$ cat src/rtl/paddle_control.sv
// Paddle position controller: conditions four raw pushbuttons and moves each
// paddle vertically once per frame, clamped to the visible area.

module paddle_button_conditioner #(
    parameter int DEBOUNCE = 250000
) (
    input  logic clk,
    input  logic rst_n,
    input  logic raw,
    output logic deb
);
    localparam int CNT_W = (DEBOUNCE > 1) ? $clog2(DEBOUNCE) : 1;
    localparam logic [CNT_W-1:0] CNT_MAX = CNT_W'(DEBOUNCE - 1);

    logic             sync_meta;
    logic             sync;
    logic [CNT_W-1:0] cnt;

    // Any disagreement with deb must persist for DEBOUNCE cycles before it is accepted.
    always_ff @(posedge clk or negedge rst_n) begin
        if (!rst_n) begin
            sync_meta <= 1'b0;
            sync      <= 1'b0;
            deb       <= 1'b0;
            cnt       <= '0;
        end else begin
            sync_meta <= raw;
            sync      <= sync_meta;
            if (sync == deb) begin
                cnt <= '0;
            end else if (cnt == CNT_MAX) begin
                deb <= sync;
                cnt <= '0;
            end else begin
                cnt <= cnt + CNT_W'(1);
            end
        end
    end
endmodule

module paddle_axis #(
    parameter int SCREEN_H = 480,
    parameter int PADDLE_H = 64,
    parameter int SPEED    = 4
) (
    input  logic       clk,
    input  logic       rst_n,
    input  logic       tick,
    input  logic       up,
    input  logic       down,
    output logic [9:0] y
);
    localparam logic [10:0] YMAX   = 11'(SCREEN_H - PADDLE_H);
    localparam logic [10:0] STEP   = 11'(SPEED);
    localparam logic [9:0]  Y_INIT = 10'((SCREEN_H - PADDLE_H) / 2);

    typedef enum logic [1:0] {
        MOVE_HOLD,
        MOVE_UP,
        MOVE_DOWN
    } move_e;

    move_e       move;
    logic [10:0] y_wide;
    logic [10:0] down_sum;
    logic [9:0]  y_next;

    // Saturating step in 11 bits so neither end can wrap.
    always_comb begin
        move     = MOVE_HOLD;
        y_wide   = {1'b0, y};
        down_sum = y_wide + STEP;
        y_next   = y;
        if (up && !down) begin
            move = MOVE_UP;
        end else if (down && !up) begin
            move = MOVE_DOWN;
        end
        case (move)
            MOVE_UP:   y_next = (y_wide < STEP) ? 10'd0 : (y - STEP[9:0]);
            MOVE_DOWN: y_next = (down_sum > YMAX) ? YMAX[9:0] : down_sum[9:0];
            default:   y_next = y;
        endcase
    end

    always_ff @(posedge clk or negedge rst_n) begin
        if (!rst_n) begin
            y <= Y_INIT;
        end else if (tick) begin
            y <= y_next;
        end
    end
endmodule

module paddle_control #(
    parameter int SCREEN_H = 480,
    parameter int PADDLE_H = 64,
    parameter int SPEED    = 4,
    parameter int P1_X     = 16,
    parameter int P2_X     = 616,
    parameter int DEBOUNCE = 250000
) (
    input  logic       clk50M,
    input  logic       reset_n,
    input  logic       endofframe,
    input  logic       p1_up,
    input  logic       p1_down,
    input  logic       p2_up,
    input  logic       p2_down,
    output logic [9:0] paddle_one_x,
    output logic [9:0] paddle_one_y,
    output logic [9:0] paddle_two_x,
    output logic [9:0] paddle_two_y
);
    logic eof_d;
    logic tick;
    logic p1_up_deb;
    logic p1_down_deb;
    logic p2_up_deb;
    logic p2_down_deb;

    assign paddle_one_x = 10'(P1_X);
    assign paddle_two_x = 10'(P2_X);

    // One tick per frame on the rising edge of the blanking level.
    always_ff @(posedge clk50M or negedge reset_n) begin
        if (!reset_n) begin
            eof_d <= 1'b0;
        end else begin
            eof_d <= endofframe;
        end
    end

    assign tick = endofframe & ~eof_d;

    paddle_button_conditioner #(.DEBOUNCE(DEBOUNCE)) u_p1_up (
        .clk(clk50M), .rst_n(reset_n), .raw(p1_up), .deb(p1_up_deb)
    );
    paddle_button_conditioner #(.DEBOUNCE(DEBOUNCE)) u_p1_down (
        .clk(clk50M), .rst_n(reset_n), .raw(p1_down), .deb(p1_down_deb)
    );
    paddle_button_conditioner #(.DEBOUNCE(DEBOUNCE)) u_p2_up (
        .clk(clk50M), .rst_n(reset_n), .raw(p2_up), .deb(p2_up_deb)
    );
    paddle_button_conditioner #(.DEBOUNCE(DEBOUNCE)) u_p2_down (
        .clk(clk50M), .rst_n(reset_n), .raw(p2_down), .deb(p2_down_deb)
    );

    paddle_axis #(.SCREEN_H(SCREEN_H), .PADDLE_H(PADDLE_H), .SPEED(SPEED)) u_axis_one (
        .clk(clk50M), .rst_n(reset_n), .tick(tick),
        .up(p1_up_deb), .down(p1_down_deb), .y(paddle_one_y)
    );
    paddle_axis #(.SCREEN_H(SCREEN_H), .PADDLE_H(PADDLE_H), .SPEED(SPEED)) u_axis_two (
        .clk(clk50M), .rst_n(reset_n), .tick(tick),
        .up(p2_up_deb), .down(p2_down_deb), .y(paddle_two_y)
    );
endmodule

$ cat config.mk
export PLATFORM = sky130hd
export DESIGN_NAME = paddle_control
export DESIGN_NICKNAME = d
export VERILOG_FILES = /design/src/rtl/paddle_control.sv
export SDC_FILE = /design/constraint.sdc
export NUM_CORES = 1
export LEC_CHECK = 0
export BUFFER_PORTS_ARGS = -buffer_cell sky130_fd_sc_hd__buf_2
export CORE_ASPECT_RATIO = 1.5
export CORE_UTILIZATION = 50
export DETAILED_ROUTE_END_ITERATION = 12
export PLACE_DENSITY = 0.75
export SYNTH_ARGS = -nofsm -noshare
export SYNTH_HDL_FRONTEND = slang
export SYNTH_SLANG_ARGS = --single-unit
export TNS_END_PERCENT = 30
$ cat constraint.sdc
create_clock -name clk50M -period 4.64 [get_ports clk50M]
set_input_delay 0.696 -clock clk50M [delete_from_list [all_inputs] [get_ports clk50M]]
set_output_delay 0.696 -clock clk50M [all_outputs]
set_load 0.05 [all_outputs]
==> flow_summary_export.csv, run 1 <==
group,metric,value,unit
floorplan,dieArea,11520,µm²
timing,fin_tns_setup,0,ns
drt,wl_met2,5.375,mm
placed_design,port_buffers,22,
logic_synthesis,synth_top_family_by_area,"simple AND/OR/NAND/NOR gates",
grt,grt_pass1_wl,18.11,mm
floorplan,die_w,87.98,µm
timing,whs,0.3488,ns
critical_path,required,4.92,ns
logic_synthesis,synth_enable_flop_cells,0,
power,peakVddDrop,227.2,µV
cts,cts_tree,"built",
placed_design,place_worst_setup_slack,2.361,ns
timing,fin_crit,2.315,ns
critical_path,start_kind,"register",
timing,finalCritPeriodShare,0.4988,
placed_design,gp_congestion,0.8811,
power,p_per_area,303.1,nW/µm²
hold_path,hold_start,"u_p2_down.sync_meta",
logic_synthesis,async_flop_share,1.000,
power,pwr-share-seq,0.511,
floorplan,ioPinCount,47,
cts,path_clk_slew,0.07,ns
hold_path,whs_endpoint,"u_p2_down.sync",
cts,clkSinkCount,101,
logic_synthesis,ys.flop_type,"dfrtp_1",
logic_synthesis,syn_area,5544,µm²
logic_synthesis,synth_compound_area_frac,0.07989,
grt,grt_pass1_vias,4139,
drt,ant_nets,0,
drt,route.top_layer_used,"met4",
floorplan,initial_utilization,0.5179,
drt,wl_met1,4.493,mm
critical_path,critPathKind,"register to register",
drt,drt-pass1-iter-count,4,
power,p_int,1.345,mW
timing,fin_ws,2.325,ns
grt,overflow,0,
grt,grt_max_degree,70,
timing,skew,0.009179,ns
finish,diodes,0,
logic_synthesis,synth_xor_area_frac,0.1106,
power,p_switching,0.4526,mW
cts,postCtsSetupBuffers,0,
status,outcome,"completed",
drt,wl_met3,280,µm
drt,routed_wl,10.41,mm
cts,cts_made_buffers,9,
finish,drive_gt1_frac,0.09631,
critical_path,r2r_end,"u_axis_two.y[3]",
power,power_leakage,2.473,nW
power,clkPwrFrac,0.411,
logic_synthesis,post_synth.cell_area_avg,9.059,µm²
critical_path,cp.arrival,2.60,ns
logic_synthesis,synthAdderAreaFrac,0.02257,
power,power.share.combinational,0.077,
drt,drt-wirelength-per-cell,13.57,µm
timing,max_freq,432.1,MHz
critical_path,reg2reg_from,"u_axis_two.y[4]",
drt,vias_per_cell,5.522,
run,drv_cap,0,
critical_path,endpoint_kind,"register",
critical_path,r2r.worst_path.cells,6,
timing,slew_violations,0,
hold_path,hold_path_depth,0,
drt,num_vias,4235,
drt,drtIter0Drc,282,
finish,final_common_cell,"nor2_1",
logic_synthesis,synthSimpleGateAreaFrac,0.2532,
logic_synthesis,ys_seq_area_frac,0.4572,
cts,clock_latency,0.34,ns
power,switching_share,0.2517,
logic_synthesis,yosys_warnings,0,
timing,rsz0062_at_grt,"no",
timing,worstMarginPinSlew,0.8534,ns
logic_synthesis,ys_top_cells_by_area,"dfrtp_1 (43%), nor2_1 (7.2%), xor2_1 (5.8%), xnor2_1 (5.2%), nand3_1 (4.6%)",
placed_design,dp_hpwl,7.402,mm
grt,grt_usage,0.1992,
logic_synthesis,synthCells,612,
logic_synthesis,synth.distinct_cells,59,
cts,hold_buffers,0,
cts,h-tree-depth,3,
critical_path,ff2ff_setup_slack,2.33,ns
cts,cts_resized,0,
drt,drc_errors,0,
logic_synthesis,synth_top_area_share,0.4288,
timing,hold_viol,0,
cts,clockRootBuffer,"clkbuf_16",
cts,cts.path.max_buffers,2,
logic_synthesis,synthMuxAreaShare,0.01332,
critical_path,cp_max_fo,15,
timing,slew_headroom,0.4311,
logic_synthesis,synth-seq-cells,101,
finish,nets,636,
floorplan,core,10710,µm²
grt,grt_antenna_before_repair,0,
floorplan,die_h,131.0,µm
logic_synthesis,yosys.area.top_type,"dfrtp_1",
hold_path,hold_class,"register to register",
floorplan,rows,46,
timing,setup_violations,0,
finish,layout_common_cells,"nor2_1 (106), dfrtp_1 (95), nand3_1 (51)",
power,total_power,1.798,mW
finish,syn2layout_area_growth,6.974,%
## kinds of logic (layout without fill, tap and decap cells)
group | count (synthesis) | in the layout
mux | 7 | 7
xor+xnor | 70 | 70
other cells | 2 | 24
compound gates | 64 | 64
flops | 101 | 101
buf+inv | 64 | 53
simple gates | 294 | 294
fa+ha+maj | 10 | 10
## power by group through the flow
stage / combinational (mW) / sequential, mW / clock (mW)
global placement: 0.137 / 0.934 / 0
floorplan: 0.114 / 0.942 / 0
detailed placement: 0.141 / 0.936 / 0
global route: 0.155 / 0.922 / 0.787
CTS: 0.141 / 0.919 / 0.759
finish: 0.139 / 0.919 / 0.739
## critical path, stage by stage (launching register included)
cell      delay (ns)
dfstp_2         0.69
nand3_1         0.17
nor3_1          0.36
xor2_1          0.12
a2111o_1        0.41
a21boi_1        0.30
a31o_2          0.20
## synth_stat cells (3+ instances only)
cell type	instances
nor2_1	106
dfrtp_1	95
nand3_1	51
nand2_1	50
xor2_1	37
xnor2_1	33
buf_4	24
nor3_1	17
inv_1	15
o21ai_0	15
a21oi_1	14
and3_1	13
clkbuf_1	13
buf_2	10
ha_1	10
nor4_1	9
dfstp_2	6
nand4_1	6
or2_2	6
or3_1	6
nand2b_1	5
nor2b_1	5
a221o_1	4
mux2i_1	4
nor4b_1	4
a31o_2	3
a31oi_1	3
mux2_2	3
o211ai_1	3
o31ai_1	3
## how the worst max path moves through the flow
stage	start	to	slack (ns)	depth (start not counted)
6_report	u_axis_two.y[4]	u_axis_two.y[3]	2.33	6
2_1_floorplan	u_axis_two.y[2]	u_axis_two.y[7]	2.30	9
4_1_cts	u_axis_two.y[4]	u_axis_two.y[3]	2.34	6
3_5_place_dp	u_axis_two.y[4]	u_axis_two.y[3]	2.36	6
3_3_place_gp	u_axis_two.y[4]	u_axis_two.y[3]	2.42	6
5_1_grt	u_axis_two.y[4]	u_axis_two.y[6]	2.21	6
## cell type report
type | instances | area (µm²)
fillers | 996 | 4775
multi-input cells | 469 | 2749
flip-flops and latches | 101 | 2535
clock buffers | 10 | 229.0
well taps | 144 | 180.2
repair buffers | 23 | 120.1
clock inverters | 5 | 61.31
inverters | 15 | 56.30
## flip-flops by register name, summed over array words and instances, names as in the netlist, 8 cells and up
register,flops
u_axis_one.y,8
u_axis_two.y,8
u_p2_up.cnt,18
u_p1_down.cnt,18
u_p1_up.cnt,18
u_p2_down.cnt,18
## per-stage QoR
step	utilization	cell area [µm²]	std cells
final	0.5540	5931	767
after detailed placement	0.5269	5640	752
after global placement	0.5269	5640	752
after global routing	0.5540	5931	767
after floorplan	-	5627	634
after CTS	0.5540	5931	767
## metal layers
| metal | vias up | global-route usage |
|---|---|---|
| met4 | 0 | 0.09643 |
| met3 | 21 | 0.02952 |
| met1 | 2071 | 0.2332 |
| li1 | 2052 | - |
| met2 | 91 | 0.3534 |
| met5 | - | 0 |
(Power assumes the default switching activity.)
==> run 2, diff against run 1 <==
--- a/config.mk
+++ b/config.mk
@@ -5,11 +5,12 @@
 export SDC_FILE = /design/constraint.sdc
 export NUM_CORES = 1
 export LEC_CHECK = 0
+export ABC_AREA = 1
 export BUFFER_PORTS_ARGS = -buffer_cell sky130_fd_sc_hd__buf_2
 export CORE_ASPECT_RATIO = 1.5
 export CORE_UTILIZATION = 50
 export DETAILED_ROUTE_END_ITERATION = 12
-export PLACE_DENSITY = 0.75
+export PLACE_DENSITY = 0.74
 export SYNTH_ARGS = -nofsm -noshare
 export SYNTH_HDL_FRONTEND = slang
 export SYNTH_SLANG_ARGS = --single-unit
==> constraint.sdc (replaced) <==
create_clock -name clk50M -period 2.2 [get_ports clk50M]
set_input_delay 0.33 -clock clk50M [delete_from_list [all_inputs] [get_ports clk50M]]
set_output_delay 0.33 -clock clk50M [all_outputs]
set_load 0.05 [all_outputs]
==> run 2 against run 1 <==
  * Worst setup slack lost 2.0 ns
  * Wire length rose by 17%
  * Sequential power grew 110%
  * Register-to-register slack worse by 2.0 ns
  * Non-clock buffer count increased by 7
  * Clock power increased by 110%
  * Die area up 9.4%
  * Count of clock-buffer cells in the layout up 2
  * Critical endpoint is now u_axis_two.y[9]
  * Largest power group unchanged
==> flow_summary_export.csv, run 2 <==
group,metric,value,unit
power,peakVddDrop,315.6,µV
logic_synthesis,post_synth.cell_area_avg,7.798,µm²
floorplan,die_w,92.00,µm
timing,skew,0.006834,ns
drt,drtIter0Drc,265,
power,p_per_area,566.9,nW/µm²
grt,grt_max_degree,38,
finish,final_common_cell,"nand2_1",
placed_design,dp_hpwl,9.278,mm
finish,stdcell_count,965,
power,switching_share,0.2377,
finish,nets,827,
cts,hold_buffers,1,
power,p_switching,0.8891,mW
logic_synthesis,synth_enable_flop_cells,0,
drt,ant_nets,0,
logic_synthesis,yosys_warnings,0,
grt,grt_usage,0.2143,
critical_path,r2r_end,"u_axis_two.y[9]",
floorplan,ioPinCount,47,
drt,routed_wl,12.21,mm
status,outcome,"completed",
cts,cts_made_buffers,9,
cts,cts_tree,"built",
logic_synthesis,synthCells,779,
critical_path,cp_max_fo,10,
logic_synthesis,syn_area,6075,µm²
critical_path,critPathLaunch,"u_p2_up.deb",
power,clkPwrFrac,0.417,
finish,layout_common_cells,"nand2_1 (145), nor2_1 (116), inv_1 (95), dfrtp_1 (95), nand3_1 (48)",
drt,drc_errors,0,
timing,fin_crit,1.901,ns
logic_synthesis,yosysMostFrequentCell,"nand2_1",
power,total_power,3.740,mW
timing,rsz0062_at_grt,"no",
power,power_leakage,3.075,nW
cts,clock_latency,0.34,ns
grt,grt_pass1_vias,4854,
logic_synthesis,async_flop_share,1.000,
floorplan,core,11650,µm²
timing,fin_tns_setup,0,ns
drt,drt-wirelength-per-cell,12.65,µm
floorplan,initial_utilization,0.5214,
run,drv_cap,0,
finish,fin_area,6598,µm²
logic_synthesis,synth_top_area_share,0.3913,
logic_synthesis,synth_common_cells,"nand2_1 (145), nor2_1 (116), dfrtp_1 (95), inv_1 (95), nand3_1 (48)",
cts,postCtsSetupBuffers,0,
cts,clockRootBuffer,"clkbuf_16",
critical_path,reg2reg_from,"u_p2_up.deb",
cts,h-tree-depth,3,
drt,drt-pass1-iter-count,5,
grt,grt_pass1_wl,21.47,mm
timing,slew_violations,0,
hold_path,hold_class,"primary input to register",
cts,cts_resized,0,
drt,num_vias,4967,
critical_path,crit_path_end,"u_axis_two.y[9]",
critical_path,r2r.worst_path.cells,7,
timing,setup_violations,0,
logic_synthesis,ys_seq_area_frac,0.4173,
placed_design,gp_congestion,0.8830,
timing,max_freq,525.9,MHz
grt,overflow,0,
logic_synthesis,synth.distinct_cells,42,
placed_design,port_buffers,22,
logic_synthesis,synth-seq-cells,101,
power,power.share.combinational,0.071,
placed_design,place_area,6294,µm²
cts,cts.path.max_buffers,2,
critical_path,cp.arrival,2.11,ns
hold_path,hold_start,"p1_down",
logic_synthesis,ys_top_cells_by_area,"dfrtp_1 (39%), nand2_1 (9.0%), nor2_1 (7.2%), inv_1 (5.9%), xor2_1 (4.8%)",
placed_design,dp.cells,948,
finish,diodes,0,
critical_path,critPathKind,"register to register",
power,p_int,2.851,mW
floorplan,rows,48,
floorplan,dieArea,12600,µm²
logic_synthesis,ys.flop_type,"dfrtp_1",
critical_path,ff2ff_setup_slack,0.30,ns
finish,fillers,1151,
finish,syn2layout_area_growth,8.610,%
floorplan,die_h,137.0,µm
drt,vias_per_cell,5.147,
power,pwr-share-seq,0.512,
grt,grt_antenna_before_repair,0,
finish,drive_gt1_frac,0.1264,
critical_path,required,2.41,ns
critical_path,endpoint_kind,"register",
timing,hold_viol,0,
cts,clkSinkCount,101,
logic_synthesis,yosys.area.top_type,"dfrtp_1",
timing,finalCritPeriodShare,0.8643,
critical_path,start_kind,"register",
cts,path_clk_slew,0.07,ns
==> run 2: cells by family after synthesis <==
family	Yosys count	synth area share
compound gates	80	0.07621
other cells	2	0.001236
xor+xnor	43	0.06200
fa+ha+maj	10	0.02060
flops	101	0.4173
buf+inv	134	0.1007
simple gates	405	0.3145
mux	4	0.007415
==> run 2: layout make-up <==
class	instances	area, µm²	share of cell area
Multi-Input combinational cell	566	3010	0.4563
Inverter	102	382.9	0.05803
Timing Repair Buffer	30	187.7	0.02845
Sequential cell	101	2535	0.3842
Clock inverter	4	47.55	0.007207
Tap cell	150	187.7	0.02845
Clock buffer	12	246.5	0.03736
==> run 2: worst max-delay path, cell delays in order (launching register included) <==
cell and delay [ns]:
dfrtp_1 0.38, inv_1 0.05, ha_1 0.32, nor3_4 0.34, inv_2 0.17, nor3_1 0.26
xor2_1 0.19, a21oi_1 0.06
==> run 2: metrics by stage <==
step	utilization	hold slack, ns	setup slack [ns]
5_1_grt	0.5663	0.08022	0.09308
6_report	0.5663	0.08812	0.2986
4_1_cts	0.5663	0.07833	0.2795
3_3_place_gp	0.5402	0.3193	0.2932
3_5_place_dp	0.5402	0.3219	0.2898
2_1_floorplan	-	0.03441	0.2518
==> run 2: how the worst min path moves through the flow <==
stage                          endpoint  depth (start not counted)
floorplan                         eof_d                          0
global placement         u_p1_up.cnt[6]                          1
detailed placement       u_p1_up.cnt[6]                          1
CTS                 u_p1_down.sync_meta                          1
global route        u_p1_down.sync_meta                          1
finish              u_p1_down.sync_meta                          1
==> run 2: layer usage <==
layer,up-vias,wire [µm],share of wire,global-route usage
met5,-,0,0,0
met4,0,245,0.020,0.09809
met3,20,438,0.036,0.03111
met2,104,6382,0.52,0.3839
met1,2320,5146,0.42,0.2524
li1,2523,-,-,-
==> run 2: power by group through the flow <==
stage / combinational, mW / clock, mW / sequential [mW]
6_report: 0.266 / 1.56 / 1.91
3_5_place_dp: 0.268 / 0 / 1.95
2_1_floorplan: 0.209 / 0 / 1.95
5_1_grt: 0.294 / 1.68 / 1.92
4_1_cts: 0.269 / 1.61 / 1.91
3_3_place_gp: 0.264 / 0 / 1.95
==> run 3, diff against run 2 <==
==> constraint.sdc (replaced) <==
create_clock -name clk50M -period 1.87 [get_ports clk50M]
set_input_delay 0.2805 -clock clk50M [delete_from_list [all_inputs] [get_ports clk50M]]
set_output_delay 0.2805 -clock clk50M [all_outputs]
set_load 0.05 [all_outputs]
==> run 3 against run 2 <==
  * Fmax is 8.8% higher
  * Critical path type unchanged
  * Sequential cell count stayed put
  * Final cell count is 1.6% higher
==> flow_summary_export.csv, run 3 (synthesis results as in run 2) <==
group,metric,value,unit
grt,grt_pass1_wl,21.48,mm
critical_path,cp_max_fo,6,
critical_path,critPathKind,"register to register",
grt,grtUsageMet1,0.2392,
placed_design,gp_congestion,0.9251,
critical_path,cp.arrival,2.02,ns
finish,final_common_cell,"nand2_1",
floorplan,rows,48,
hold_path,hold_start,"p1_down",
grt,busiest_layer,"met2",
floorplan,dieArea,12600,µm²
cts,clock_latency,0.35,ns
timing,setup_violations,0,
placed_design,place_area,6386,µm²
timing,slew_violations,0,
grt,grt_max_degree,41,
drt,drtIter0Drc,252,
floorplan,die_w,92.00,µm
cts,cts.path.max_buffers,2,
grt,use_met2,0.4022,
timing,finalCritPeriodShare,0.9345,
status,outcome,"completed",
drt,drc_errors,0,
floorplan,initial_utilization,0.5214,
critical_path,ff2ff_setup_slack,0.12,ns
floorplan,die_h,137.0,µm
timing,max_freq,572.2,MHz
finish,syn2layout_area_growth,12.09,%
drt,ant_nets,0,
floorplan,ioPinCount,47,
timing,hold_viol,0,
grt,grt_usage,0.2153,
grt,met3_usage,0.03611,
floorplan,core,11650,µm²
finish,drive_gt1_frac,0.1602,
drt,num_vias,5176,
critical_path,required,2.14,ns
critical_path,reg2reg_from,"u_axis_two.y[4]",
drt,routed_wl,12.77,mm
critical_path,start_kind,"register",
timing,rsz0062_at_grt,"yes",
cts,h-tree-depth,3,
finish,diodes,0,
power,peakVddDrop,378.8,µV
power,p_per_area,652.7,nW/µm²
placed_design,dp_hpwl,9.632,mm
grt,grt_antenna_before_repair,0,
hold_path,hold_class,"primary input to register",
placed_design,port_buffers,22,
cts,clkSinkCount,101,
finish,fin_util,0.5844,
finish,fillers,1084,
critical_path,endpoint_kind,"register",
run,drv_cap,0,
hold_path,hold_path_depth,1,
timing,skew,0.003866,ns
drt,drt-wirelength-per-cell,13.03,µm
timing,fin_crit,1.748,ns
finish,fin_area,6809,µm²
drt,drt-pass1-iter-count,5,
cts,path_clk_slew,0.07,ns
cts,cts_made_buffers,9,
grt,overflow,0,
cts,clockRootBuffer,"clkbuf_16",
finish,nets,842,
critical_path,r2r.worst_path.cells,8,
critical_path,r2r_end,"u_axis_two.y[6]",
hold_path,whs_endpoint,"u_p1_down.sync_meta",
cts,cts_tree,"built",
power,power_leakage,3.187,nW
grt,grt_pass1_vias,4866,
drt,vias_per_cell,5.282,
finish,layout_common_cells,"nand2_1 (145), nor2_1 (116), inv_1 (95)",
==> run 3: routing by layer <==
metal / share of wire / wire length, µm
met1: 0.40 / 5138
met2: 0.54 / 6860
met3: 0.032 / 406
met4: 0.029 / 368
met5: 0 / 0
==> run 3: metrics by stage <==
stage	cells	setup TNS, ns	total power [mW]	setup slack, ns	hold slack [ns]
after global routing	980	-0.04638	4.612	-0.02230	0.02685
after global placement	958	0	2.607	0.05811	0.1557
after floorplan	801	0	2.541	0.05832	-0.01509
final	980	0	4.444	0.1225	0.03626
after CTS	975	0	4.480	0.01059	0.02396
after detailed placement	958	0	2.612	0.02129	0.1592
==> run 3: cell type report <==
cell class / instances / area, µm² / share of cell area
Multi-Input combinational cell: 566 / 3080 / 0.4524
Sequential cell: 101 / 2545 / 0.3738
Inverter: 102 / 382.9 / 0.05623
Timing Repair Buffer: 45 / 312.8 / 0.04594
Clock buffer: 9 / 225.2 / 0.03308
Tap cell: 150 / 187.7 / 0.02756
Clock inverter: 7 / 75.07 / 0.01103
==> run 3: worst max path at each step <==
stage	start	to	depth (start not counted)
after floorplan	u_axis_one.y[4]	u_axis_one.y[3]	9
after global placement	u_axis_one.y[2]	u_axis_one.y[2]	10
after detailed placement	u_axis_one.y[2]	u_axis_one.y[2]	10
after CTS	u_axis_one.y[2]	u_axis_one.y[2]	10
after global routing	u_p1_up.cnt[0]	u_p1_up.cnt[14]	8
final	u_axis_two.y[4]	u_axis_two.y[6]	8
==> run 3: power by group <==
group          switching [mW]  internal [mW]
logic                   0.250         0.0726
registers              0.0328           2.22
clock network           0.826           1.04
total                    1.11           3.34
==> run 3: worst max-delay path, stage by stage, from the launching register on <==
cell	delay (ns)
dfstp_2	0.60
nand3_2	0.14
xor2_1	0.28
nand2_1	0.09
nor2_1	0.11
nand3_1	0.10
nand2_1	0.13
nand2_1	0.08
a21oi_1	0.14
==> run 3: timing repair <==
| action | in CTS | in global routing |
|---|---|---|
| resized for setup | 0 | 17 |
| setup endpoints to repair | 0 | 32 |
| hold buffers | 1 | 0 |
| endpoints found under the hold margin | 12 | 0 |
| buffers inserted | 0 | 5 |
